$ cat src/rtl/piso_serializer.sv
// Parallel-in/serial-out stimulus source: accepts a WIDTH-bit word over a valid/ready
// handshake and shifts it out MSB-first, holding each bit for DIV clock cycles.
module piso_serializer #(
    parameter int WIDTH = 8,
    parameter int DIV   = 1
) (
    input  logic             clk,
    input  logic             reset,
    input  logic [WIDTH-1:0] data,
    input  logic             load_valid,
    output logic             load_ready,
    output logic             so,
    output logic             busy,
    output logic             done
);

    localparam int BW = $clog2(WIDTH);
    localparam int DW = (DIV > 1) ? $clog2(DIV) : 1;
    localparam logic [BW-1:0] BCNT_LAST = BW'(WIDTH - 1);
    localparam logic [DW-1:0] DCNT_LAST = DW'(DIV - 1);

    typedef enum logic {
        IDLE  = 1'b0,
        SHIFT = 1'b1
    } state_t;

    state_t           state;
    state_t           state_next;
    logic [WIDTH-1:0] sreg;
    logic [DW-1:0]    dcnt;
    logic [BW-1:0]    bcnt;
    logic             last;
    logic             accept;

    // sreg is cleared whenever the word ends without a follow-on, so its MSB is a
    // registered serial output that already reads 0 in IDLE.
    assign so = sreg[WIDTH-1];

    // NOTE: sequential state uses non-blocking assignments so every flop samples
    // pre-edge values regardless of process ordering.
    always_ff @(posedge clk) begin
        if (reset) begin
            state <= IDLE;
        end else begin
            state <= state_next;
        end
    end

    // NOTE: every combinational output gets a default first, so no path can infer a latch.
    always_comb begin
        state_next = state;
        case (state)
            IDLE:  if (accept) state_next = SHIFT;
            SHIFT: if (last && !accept) state_next = IDLE;
        endcase
    end

    // load_ready is combinational so a new word can load on the final-bit edge with no gap.
    always_comb begin
        last       = (state == SHIFT) && (bcnt == BCNT_LAST) && (dcnt == DCNT_LAST);
        load_ready = (state == IDLE) || last;
        accept     = load_valid && load_ready;
    end

    always_ff @(posedge clk) begin
        if (reset) begin
            sreg <= '0;
            dcnt <= '0;
            bcnt <= '0;
            busy <= 1'b0;
            done <= 1'b0;
        end else begin
            done <= last;
            busy <= (state_next == SHIFT);
            if (accept) begin
                sreg <= data;
                dcnt <= '0;
                bcnt <= '0;
            end else if (last) begin
                sreg <= '0;
                dcnt <= '0;
                bcnt <= '0;
            end else if (state == SHIFT) begin
                if (dcnt != DCNT_LAST) begin
                    dcnt <= dcnt + DW'(1);
                end else begin
                    dcnt <= '0;
                    bcnt <= bcnt + BW'(1);
                    sreg <= {sreg[WIDTH-2:0], 1'b0};
                end
            end
        end
    end

endmodule

$ cat config.mk
export PLATFORM = sky130hd
export DESIGN_NAME = piso_serializer
export DESIGN_NICKNAME = d
export VERILOG_FILES = /design/src/rtl/piso_serializer.sv
export SDC_FILE = /design/constraint.sdc
export NUM_CORES = 1
export LEC_CHECK = 0
export CAP_MARGIN = 10
export CORE_MARGIN = 5
export CORE_UTILIZATION = 45
export CTS_BUF_LIST = sky130_fd_sc_hd__clkbuf_16
export CTS_CLUSTER_DIAMETER = 80
export DETAILED_ROUTE_END_ITERATION = 8
export GPL_ROUTABILITY_DRIVEN = 0
export MAX_ROUTING_LAYER = met4
export PLACE_DENSITY_LB_ADDON = 0.3
export SYNTH_ARGS = -nofsm -noshare
export SYNTH_HDL_FRONTEND = slang
export SYNTH_SLANG_ARGS = --single-unit
$ cat constraint.sdc
create_clock -name clk -period 2.2 [get_ports clk]
set_clock_uncertainty 0.1 [all_clocks]
set_input_delay 0.44 -clock clk [delete_from_list [all_inputs] [get_ports clk]]
set_output_delay 0.44 -clock clk [all_outputs]
set_load 0.05 [all_outputs]
**Yosys cells after proc, flatten, opt, wreduce, memory -nomap -nowiden**

Cells that the tools add are included.
Widths: inputs -> output; s select.

- Register bits after elaboration: 14
- Bits of input ports: 11
- Output and inout port bits: 4
- Word-level logic and storage cells: 29

- Add/sub/neg operators: 2
- Equality and inequality tests: 2
- Muxes and demuxes: 8
- Bitwise logic cells: 2
- Reductions and logical operators: 10

Operators by type and width:

| cell | number |
|---|---|
| $mux 8 | 4 |
| $logic_and 1x1->1 | 4 |
| $reduce_and 2->1 | 2 |
| $add 3x1->3 const B | 1 |
| $eq 3x3->1 const B | 1 |
| $mux 1 | 3 |
| $ne 3x1->1 const B | 1 |
| $reduce_bool 3->1 | 1 |
| $reduce_or 3->1 | 1 |
| $not 1->1 | 2 |
| $pmux 1 s2 | 1 |
| $add 1x1->1 const B | 1 |
| $logic_not 1->1 | 1 |
| $logic_or 1x1->1 | 1 |

**Logic depth before layout (Yosys ltp)**

- Word-level depth: 9
- Mapped depth: 6
- Depth with buffers taken out: 5

**Worst setup path before layout**

No wires, ideal clock.

- Kind: reg2out
- Start point: register busy (netlist name)
- End point: output load_ready
- Arrival: 1258 ps
- Data required time: 1660 ps
- Slack: 402 ps
- Cell stages (with the launch flop): 4
- Path buffers: 1
- Cells stage by stage: dfxtp_1 nor2b_4 buf_6 inv_1

RTL lines:

| what | RTL line | RTL |
|---|---|---|
| end, declared | 11 | `output logic load_ready,` |

**Worst setup path after layout**

- Start point: register bcnt[0]
- End point: output load_ready

- Word-level cells in the longest chain between the ends: 4

RTL lines:

| what | RTL line | RTL |
|---|---|---|
| start, declared | 31 | `logic [BW-1:0] bcnt;` |
| start signal, assigned | 88 | `bcnt <= bcnt + BW'(1);` |
| $eq 3x3->1 | 60 | `last = (state == SHIFT) && (bcnt == BCNT_LAST) && (dcnt == DCNT_LAST);` |
| $logic_and 1x1->1 (2 in series) | 60 |  |
| $logic_or 1x1->1 | 61 | `load_ready = (state == IDLE) \|\| last;` |

Every way passes these cells.

==> reports/metrics.csv <==
metric,value,unit
outcome,completed,
final_hold_viol_count,0,
fin_cells,97,
clock_sinks,13,
dp_hpwl,891,um
timing.final.crit_share,94.0,%
cap_violations,0,
r2r_end,sreg[2],
clockBufferDepth,2,
synth_area,616,sq um
clk-insertion-delay-late,0.24,ns
worst_setup_path_start_kind,register,
start_util,47.3,%
placed_cells,93,
synth-seq-cells,13,
vdd_drop_max,435,uV
multi_input_area,314,sq um
grt_pass1_wl,2170,um
grt_max_degree,14,
worst-r2r-cell-count,5,
worst-path-buf-inv,2,
reg2reg_from,bcnt[0],
wl,1280,um
crit_arrival,1.53,ns
clkPwrFrac,48.3,%
cp_cell_sequence,ha_1 > ha_1 > nor2b_4 > inv_1 > buf_4,
port_buffers,14,
antenna_found_initial,0,
drtIter0Drc,40,
rsz0062_at_grt,no,
swShare,22.3,%
wl_per_cell,13.2,um
grtUsageTotal,15.2,%
finalSetupTns,0,ns
synthToLayoutAreaGrowth,33.9,%
fillerInstances,122,
clock.fmax,0.484,GHz
relSlewSlack,67.2,%
leakagePower,0.000355,uW
drive_gt1_share,8.54,%
maxSlewViolCount,0,
vias,546,
die_area,0.00221,sq mm
tightest_slew,0.490,ns
drc,0,
cts_setup_buffers,0,
syn_nets,81,
cts_resized,0,
grt_pass1_vias,499,
ys_types,20,
ys_warn_count,0,
cts-hold-fix-buffers,0,
cts_made_buffers,3,
ys_seq_area_share,42.3,%
dr.pass1.iters,4,
regArea,260,sq um
cp_top_family,adder cells,
min_to,sreg[7],
die_x,47.0,um
min-delay-path-class,reg -> reg,
cts_tree,built,
overflow,0,
avgSynthCellArea,9.05,sq um
worstPathRequired,1.66,ns
die_h,47.0,um
setup_viol,0,
holdPathStages,2,
num_antenna_cells,0,
h-tree-depth,1,
switching_power,154,uW
rows,13,
power_frac_comb,14.0,%
intPower,536,uW
clockRootBuffer,clkbuf_16,
viasPerCell,5.63,
crit_type,reg -> out,
syn_inst,68,
antenna_left,0,
cts.reportedPaths.clkPinSlew,0.04,ns
coreArea,0.00130,sq mm
cpPeakStageDelay,0.32,ns
total_power,690,uW
power_density,837,mW/mm^2
nets,96,
pwr-share-seq,37.7,%
crit_top_cell,ha_1,
worstHoldStart,sreg[7],
period_minus_slack,2.07,ns
ios,15,
end_kind,primary output,
r2r_slack,0.54,ns
critPathSlowestCell,dfxtp_1,
path_max_fanout,12,
-- flip-flops by register name (all words and copies together) (netlist names) --
signal	flops
busy	1
sreg	8
done	1
bcnt	3
-- logic make-up after synthesis --
family | count (synthesis) | share of synthesized area, %
compound gates | 10 | 14.6
fa+ha+maj | 2 | 4.06
buf+inv | 7 | 6.71
flops | 13 | 42.3
mux | 2 | 3.46
simple gates | 34 | 28.9
-- cells in the final DEF (no fill, tap or decap) --
| cell | instances |
|---|---|
| nor2_1 | 14 |
| nand2b_1 | 6 |
| dfxtp_1 | 13 |
| buf_4 | 2 |
| nor2b_4 | 1 |
| mux2_1 | 1 |
| and2_1 | 1 |
| nand3_1 | 1 |
| clkbuf_16 | 3 |
| nand2_1 | 2 |
| mux2i_1 | 1 |
| nand2b_4 | 1 |
| a21oi_1 | 1 |
| inv_1 | 3 |
| ha_1 | 2 |
| or2_1 | 1 |
| nor3_1 | 7 |
| a222oi_1 | 7 |
| a22oi_1 | 2 |
| clkdlybuf4s50_1 | 13 |
-- synth_stat cells --
master / number / area [sq um]
nand2b_4: 1 / 13.8
or2_1: 1 / 6.26
nor2_1: 14 / 52.6
nor2b_4: 1 / 13.8
mux2_1: 1 / 11.3
a21oi_1: 1 / 5.00
ha_1: 2 / 25.0
clkbuf_1: 2 / 7.51
nand3_1: 1 / 5.00
and2_1: 1 / 6.26
buf_4: 2 / 15.0
a22oi_1: 2 / 15.0
nand2b_1: 6 / 37.5
nor3_1: 7 / 35.0
nand2_1: 2 / 7.51
mux2i_1: 1 / 10.0
inv_1: 2 / 7.51
a222oi_1: 7 / 70.1
buf_6: 1 / 11.3
dfxtp_1: 13 / 260
-- how the worst max path moves through the flow --
stage / from / endpoint / slack (ns) / cells after the start
after floorplan: busy / load_ready / 0.40 / 3
after global placement: load_valid / sreg[3] / 0.24 / 4
after CTS: bcnt[0] / load_ready / 0.13 / 5
after detailed placement: load_valid / sreg[5] / 0.22 / 4
after global routing: bcnt[0] / load_ready / 0.07 / 5
final: bcnt[0] / load_ready / 0.13 / 5
-- worst min-delay path: stages (launching register included) --
cell	delay, ns
dfxtp_1	0.30
nor2_1	0.10
nor3_1	0.05
-- cell type report --
| class | count | area share (%) |
|---|---|---|
| Timing Repair Buffer | 15 | 17.6 |
| Clock buffer | 3 | 9.10 |
| Inverter | 2 | 0.910 |
| Clock inverter | 1 | 0.455 |
| Tap cell | 15 | 2.28 |
| Sequential cell | 13 | 31.6 |
| Multi-Input combinational cell | 48 | 38.1 |
-- layer usage --
metal	vias to the layer above	wire, um	GRT usage [%]
li1	270	-	-
met1	246	595	17.6
met2	25	529	20.9
met3	5	120	6.90
met4	0	34	9.94
met5	-	0	-
-- power groups by stage --
stage / registers, uW / logic (uW) / clock network [uW]
global placement: 264 / 95.4 / 0
detailed placement: 264 / 95.9 / 0
global route: 262 / 106 / 357
CTS: 260 / 96.4 / 343
finish: 260 / 96.3 / 333
floorplan: 271 / 54.2 / 0
-- through the flow --
step                      setup slack [ns]  hold WS, ns  utilization [%]  cell area [sq um]
final                                0.133        0.395             63.4                825
after global routing                0.0722        0.420             63.4                825
after CTS                            0.129        0.391             63.4                825
after detailed placement             0.220        0.384             57.3                746
after global placement               0.236        0.379             57.3                746
after floorplan                      0.402        0.368                -                616
No activity file was read; power rests on OpenSTA's default activity.
